<file path="src/rtl/instruction_fetch.sv">
`default_nettype none
// ============================================================================
// Module      : instruction_fetch
// Description : Pipelined instruction fetch with a 2-entry skid buffer in
//               front of a 1-cycle-latency ROM. Optional performance counters
//               are enabled by defining FETCH_PERF_EN.
// Revision    : 1.0 - initial release
// ============================================================================
module instruction_fetch #(
    parameter logic [31:0] RESET_PC  = 32'h0000_0000,
    parameter int          BUF_DEPTH = 2
) (
    input  logic        clk,
    input  logic        reset,
    output logic [31:0] rom_address,
    input  logic [31:0] rom_data,
    input  logic        redirect,
    input  logic [31:0] redirect_pc,
    output logic        instr_valid,
    input  logic        instr_ready,
    output logic [31:0] instr,
    output logic [31:0] instr_pc
`ifdef FETCH_PERF_EN
    ,
    output logic [31:0] fetch_count,
    output logic [31:0] stall_count
`endif
);

    localparam logic [2:0] c_depth = 3'(BUF_DEPTH);

    logic [31:0] pc_q, pc_d;
    logic        inflight_q, inflight_d;
    logic [31:0] inflight_pc_q, inflight_pc_d;
    logic [31:0] fifo_pc_q [2];
    logic [31:0] fifo_pc_d [2];
    logic [31:0] fifo_word_q [2];
    logic [31:0] fifo_word_d [2];
    logic [1:0]  count_q, count_d;

    logic        w_pop;
    logic        w_issue;
    logic        w_push;
    logic [2:0]  w_occ;
    logic [1:0]  w_base;
    logic [31:0] w_target;

    assign instr_valid = (count_q != 2'd0) & ~reset;
    assign w_pop       = instr_valid & instr_ready;
    // Entries that will exist once the in-flight word lands, net of this pop.
    assign w_occ       = {1'b0, count_q} + {2'b00, inflight_q} - {2'b00, w_pop};
    assign w_issue     = ~redirect & (w_occ < c_depth);
    assign w_push      = inflight_q & ~redirect;
    assign w_target    = redirect_pc & 32'hFFFF_FFFC;

    assign rom_address = reset ? RESET_PC : pc_q;
    assign instr       = instr_valid ? fifo_word_q[0] : 32'h0;
    assign instr_pc    = instr_valid ? fifo_pc_q[0]   : 32'h0;

    always_comb begin
        pc_d          = pc_q;
        inflight_d    = 1'b0;
        inflight_pc_d = inflight_pc_q;
        fifo_pc_d     = fifo_pc_q;
        fifo_word_d   = fifo_word_q;
        count_d       = count_q;
        w_base        = count_q - {1'b0, w_pop};
        if (redirect) begin
            pc_d    = w_target;
            count_d = 2'd0;
        end else begin
            // Head lives in slot 0; a pop shifts slot 1 down before any push.
            if (w_pop) begin
                fifo_pc_d[0]   = fifo_pc_q[1];
                fifo_word_d[0] = fifo_word_q[1];
            end
            if (w_push) begin
                if (w_base == 2'd0) begin
                    fifo_pc_d[0]   = inflight_pc_q;
                    fifo_word_d[0] = rom_data;
                end else begin
                    fifo_pc_d[1]   = inflight_pc_q;
                    fifo_word_d[1] = rom_data;
                end
            end
            count_d = w_base + {1'b0, w_push};
            if (w_issue) begin
                inflight_d    = 1'b1;
                inflight_pc_d = pc_q;
                pc_d          = pc_q + 32'd4;
            end
        end
    end

    always_ff @(posedge clk) begin
        if (reset) begin
            pc_q          <= RESET_PC;
            inflight_q    <= 1'b0;
            inflight_pc_q <= 32'h0;
            count_q       <= 2'd0;
        end else begin
            pc_q          <= pc_d;
            inflight_q    <= inflight_d;
            inflight_pc_q <= inflight_pc_d;
            count_q       <= count_d;
        end
    end

    always_ff @(posedge clk) begin
        fifo_pc_q   <= fifo_pc_d;
        fifo_word_q <= fifo_word_d;
    end

`ifdef FETCH_PERF_EN
    logic [31:0] fetch_cnt_q;
    logic [31:0] stall_cnt_q;

    always_ff @(posedge clk) begin
        if (reset) begin
            fetch_cnt_q <= 32'h0;
            stall_cnt_q <= 32'h0;
        end else begin
            if (w_pop) begin
                fetch_cnt_q <= fetch_cnt_q + 32'd1;
            end
            if (instr_valid & ~instr_ready) begin
                stall_cnt_q <= stall_cnt_q + 32'd1;
            end
        end
    end

    assign fetch_count = fetch_cnt_q;
    assign stall_count = stall_cnt_q;
`endif

endmodule
`default_nettype wire

</file>
<file path="config.mk">
export PLATFORM = sky130hd
export DESIGN_NAME = instruction_fetch
export DESIGN_NICKNAME = d
export VERILOG_FILES = /design/src/rtl/instruction_fetch.sv
export SDC_FILE = /design/constraint.sdc
export NUM_CORES = 1
export LEC_CHECK = 0
export CORE_UTILIZATION = 63
export DETAILED_ROUTE_END_ITERATION = 10
export DONT_BUFFER_PORTS = 1
export GPL_ROUTABILITY_DRIVEN = 0
export PLACE_DENSITY_LB_ADDON = 0.08
export SETUP_SLACK_MARGIN = 0.02
export SYNTH_ARGS = -nofsm -noshare
export SYNTH_HDL_FRONTEND = slang
export SYNTH_SLANG_ARGS = --single-unit
</file>
<file path="constraint.sdc">
create_clock -name clk -period 6 [get_ports clk]
set_input_delay 1.2 -clock clk [delete_from_list [all_inputs] [get_ports clk]]
set_output_delay 1.2 -clock clk [all_outputs]
set_load 0.02 [all_outputs]
</file>
## After elaboration in Yosys (flattened, before gate mapping)

Index checks and enable logic that the tools add are counted.

| operators by class | value |
|---|---|
| add/subtract/negate cells | 5 |
| multipliers | 0 |
| div/mod/pow operators | 0 |
| $lt $le $gt $ge | 1 |
| equal/unequal tests | 0 |
| shift-type cells | 0 |
| mux-type cells | 14 |
| bitwise gates (word level) | 7 |
| reductions and logical operators | 6 |

Operators with widths:

| operator | number |
|---|---|
| 2-to-1 mux 32 bit | 11 |
| 2-to-1 mux 64 bit | 2 |
| adder 32 x 3 -> 32 bit (second input constant) | 1 |
| bitwise AND 1 bit | 4 |
| nonzero test 2 bit | 2 |
| adder 2 x 1 -> 3 bit | 1 |
| < comparator 3 x 2 -> 1 bit (second input constant) | 1 |
| NOT 1 bit | 3 |
| AND reduction 3 bit | 1 |
| subtractor 3 x 1 -> 3 bit | 1 |
| adder 2 x 1 -> 2 bit | 1 |
| zero test 2 bit | 1 |
| AND reduction 2 bit | 1 |
| OR reduction 2 bit | 1 |
| subtractor 2 x 1 -> 2 bit | 1 |
| 2-to-1 mux 1 bit | 1 |

| word-level totals | value |
|---|---|
| flip-flop bits (word level) | 195 |
| latch bits | 0 |
| memory bits (writable) | 0 |
| ROM bits | 0 |
| input port bits | 68 |
| memories | 0 |

## Depth between registers and ports, before layout

| depth | value |
|---|---|
| depth in word-level cells | 8 |
| gate-level depth with buffers | 10 |
| mapped depth without buffers | 9 |

## Worst setup path before layout

OpenSTA, ideal clock, no wires.

| path | value |
|---|---|
| kind | input-to-reg |
| start point | input port reset |
| end point | register pc_q[18] |
| setup time | 91 ps |
| arrival | 3,667 ps |
| data required time | 5,909 ps |
| path slack | 2,242 ps |
| stages | 9 |
| path buffers | 1 |
| cells stage by stage | clkbuf_1 -> o21ai_0 -> nand2_1 -> nand2_1 -> fa_1 -> xor2_2 -> or4_4 -> or4_1 -> a311oi_1 |

| on the way | value |
|---|---|
| longest elaborated chain between the ends | 7 |

RTL lines:

| item | RTL line | text |
|---|---|---|
| from (decl) | 14 | `input logic reset,` |
| NOT 1 bit | 48 | `assign instr_valid = (count_q != 2'd0) & ~reset;` |
| bitwise AND 1 bit | 48 |  |
| bitwise AND 1 bit | 49 | `assign w_pop = instr_valid & instr_ready;` |
| subtractor 3 x 1 -> 3 bit | 51 | `assign w_occ = {1'b0, count_q} + {2'b00, inflight_q} - {2'b00, w_pop};` |
| < comparator 3 x 2 -> 1 bit | 52 | `assign w_issue = ~redirect & (w_occ < c_depth);` |
| bitwise AND 1 bit | 52 |  |
| nonzero test 2 bit (no line) | - |  |
| to (signal assigned) | 102 | `pc_q <= pc_d;` |
| to (decl) | 32 | `logic [31:0] pc_q, pc_d;` |

Parallel ways exist; a longest one is shown, timed or not.
A chain may end at the register's enable or synchronous reset.

## Final worst setup path

| path | value |
|---|---|
| start point | input port reset |
| end point | register pc_q[19] |

The elaborated chain is that of the path after synthesis.

==> run summary <==
status: finished, final reports clean
GRT Residual Overflow: 0
net load switching power: 0.6176 mW
EDFF count, synth: 126
CTS sink cnt: 189
layout cells sized above 1: 22.56%
Overall Global Routing Usage: 25.77%
CTS resizes: 0
hold depth: 0
vias in the first global route: 5,659
Setup CP Type: in -> reg
Async SR Flop Fraction: 0%
synthesized area: 9007 sq um
leading area contributor after synthesis: edfxtp_1
worst endpoint required time: 6.33 ns
Worst-Margin Slew: 1.149 ns
Filler cells: 1,025
TritonCTS Buffers: 17
RSZ-0062 raised after global routing: false
largest net degree at the start of global routing: 102
Critical R2R Capture: pc_q[19]$_SDFFE_PP0P_
ANT nets after route: 0
FF+latch count, synth: 189
Top-Level Pins: 165
clk_lat worst skew: 0.42 ns
hold slack: 0.4526 ns
PD cells: 296.7 nW/um^2
synth warn: 0
Hold WC Path Type: reg -> reg
cell row count: 43
crit end category: register
CTS tree: yes
H-Tree Depth: 4
Tot Pwr: 2.868 mW
Core Region: 13,930 sq um
nets: 817
final setup violation count: 0
Max Cap Viol: 0
Clock Power Share: 40.3%
Distinct cells, synth: 51
Slew Viols, Final: 0
final worst slack: 1.751 ns
Layout area overhead: 7.348%
area of the multi-input gates: 3695 sq um
Pre-antenna DRT Iters: 9
buffers added on ports: 0
Main synth FF type: edfxtp_1
vias per inst: 6.251
Reg2Reg Launch Point: count_q[1]$_SDFF_PP0_
initial antenna violation count: 0
Logic pwr share: 7.1%
Die Area: 14,780 sq um
Routed WL: 18,550 um
Worst EP arrival: 4.58 ns
Register-to-Register Path Depth: 10
CP Launch Type: input port
post-synthesis sequential area ratio: 56.01%
Hold Fails Final Rpt: 0
top cell type's share of synthesized area: 42.01%
sequential power share: 52.6%
setup_tns: 0 ns
reg-to-reg slack, setup: 2.00 ns
Initial Utilization: 64.64%
Final Skew: 0.01102 ns
Max Freq: 0.2354 GHz
Gate Count Post-Synth: 767
ranking of synthesized cells by area: edfxtp_1 42%, mux2_2 16%, dfxtp_1 14%
Pleak: 3.323 nW
register area: 5045 sq um
Post-DP HPWL: 11,880 um
clk root buf: clkbuf_16
Post-CTS Setup Inserts: 0
Post-Place Worst Slack: 1.306 ns
# DRC: 0
Peak VDD IR: 0.1957 mV
Sw Ratio: 21.53%
worst hold start: inflight_pc_q[14]$_SDFFE_PP0P_
Worst slew margin: 23.39%
first-pass GRT wire length: 29,180 um
hold_buf cts: 0
Internal Power: 2.251 mW
Worst-path clk slew: 0.06 ns
initial drt markers: 415
Avg Cell Area, Syn: 11.74 sq um
Endpoint, Worst Hold: fifo_pc_q[14]$_DFFE_PP_
final period utilization: 70.81%
Chip Width: 121.6 um
maximum buffer depth of the clock tree: 2
WL per Instance: 19.78 um
minimum clock period: 4.249 ns
via count: 5,863
die height: 121.6 um
CP max FO: 101
# diodes: 0
==> cells in the mapped netlist, types with 2 or more instances <==
| cell | number |
|---|---|
| edfxtp_1 | 126 |
| nor2_1 | 33 |
| dfxtp_1 | 63 |
| nor3_1 | 7 |
| ha_1 | 3 |
| a221oi_1 | 2 |
| and2_1 | 64 |
| nand3_1 | 16 |
| buf_2 | 6 |
| xnor2_1 | 5 |
| inv_1 | 9 |
| nor4_1 | 5 |
| a311oi_1 | 15 |
| mux2_2 | 124 |
| nand4b_1 | 2 |
| and4_1 | 2 |
| buf_4 | 2 |
| o21ai_0 | 10 |
| nor2b_1 | 33 |
| buf_6 | 4 |
| xor2_1 | 2 |
| clkbuf_1 | 35 |
| o31ai_1 | 8 |
| or3_1 | 5 |
| nand2_1 | 82 |
| and3_1 | 13 |
| a311o_1 | 3 |
| a211oi_1 | 6 |
| nand4_1 | 12 |
| a21oi_1 | 37 |
| buf_1 | 2 |
| nor3b_1 | 4 |
| or4_1 | 9 |
==> state kept, by name (all words and copies together), names as in the netlist <==
signal	cells
fifo_pc_q	62
inflight_pc_q	30
pc_q	30
fifo_word_q	64
inflight_q	1
count_q	2
==> worst max-delay path: stages <==
cell and delay, ns:
o21ba_2 0.22, buf_4 0.49, nand3b_1 0.25, nand2_1 0.17
nand2_1 0.09, fa_1 0.60, and3_1 0.25, nand4_1 0.38
or4_1 0.63, a311oi_1 0.27
==> how the worst max path moves through the flow <==
stage	start	end	slack (ns)	cells past startpoint
floorplan	reset	pc_q[18]$_SDFFE_PP0P_	2.24	9
global placement	reset	pc_q[18]$_SDFFE_PP0P_	1.49	10
detailed placement	reset	pc_q[19]$_SDFFE_PP0P_	1.31	10
CTS	reset	pc_q[19]$_SDFFE_PP0P_	1.72	10
global route	reset	inflight_pc_q[24]$_SDFFE_PP0P_	1.42	10
finish	reset	pc_q[19]$_SDFFE_PP0P_	1.75	10
==> cells in the final DEF (no fill, tap or decap), drive strengths merged, types with 4 or more instances in the layout <==
cell type and n:
edfxtp 126, mux2 124, nand2 82, and2 64, dfxtp 63, a21oi 37
nor2b 33, nor2 33, clkbuf 19, nand3 17, a311oi 15, and3 14
nand4 12, inv 11, o21ai 10, or4 10, o31ai 8, buf 8
nor3 7, a211oi 6, or3 6, xnor2 6, clkinv 6, nor4 5
nor3b 4, bufinv 4
==> area by class of cell <==
type / count / area share (%)
Sequential cell: 189 / 52.17
Multi-Input combinational cell: 519 / 38.21
Tap cell: 180 / 2.329
Timing Repair Buffer: 8 / 0.6211
Clock inverter: 13 / 1.773
Clock buffer: 19 / 4.477
Inverter: 10 / 0.4141
==> logic make-up after synthesis <==
family / share of synthesized area, %
xor gates and xnor gates: 1.042
other: 0.04163
muxes: 15.50
AOI/OAI and AO/OA: 6.418
DFF: 56.01
buffers and inverters: 3.056
and+or+nand+nor: 17.29
adders and majority gates: 0.6390
==> metal layers <==
layer  part of all wire [%]  track usage, %  wire (um)
met1                     43           32.30       7971
met2                     48           42.51       8945
met3                    7.3           7.725       1350
met4                    1.5           8.873        282
met5                      0               0          0
==> power groups by stage <==
stage | logic [mW] | registers, mW | clock network (mW)
6_report | 0.204 | 1.51 | 1.16
5_1_grt | 0.224 | 1.52 | 1.22
4_1_cts | 0.206 | 1.51 | 1.17
3_5_place_dp | 0.204 | 1.54 | 0
3_3_place_gp | 0.196 | 1.53 | 0
2_1_floorplan | 0.189 | 1.52 | 0
==> stage by stage <==
stage	util, %	instances	area [sq um]
after floorplan	-	768	9011
after global placement	65.05	906	9065
after detailed placement	65.05	906	9065
after CTS	69.39	938	9669
after global routing	69.39	938	9669
final	69.39	938	9669
No activity file was read; power rests on OpenSTA's default activity.
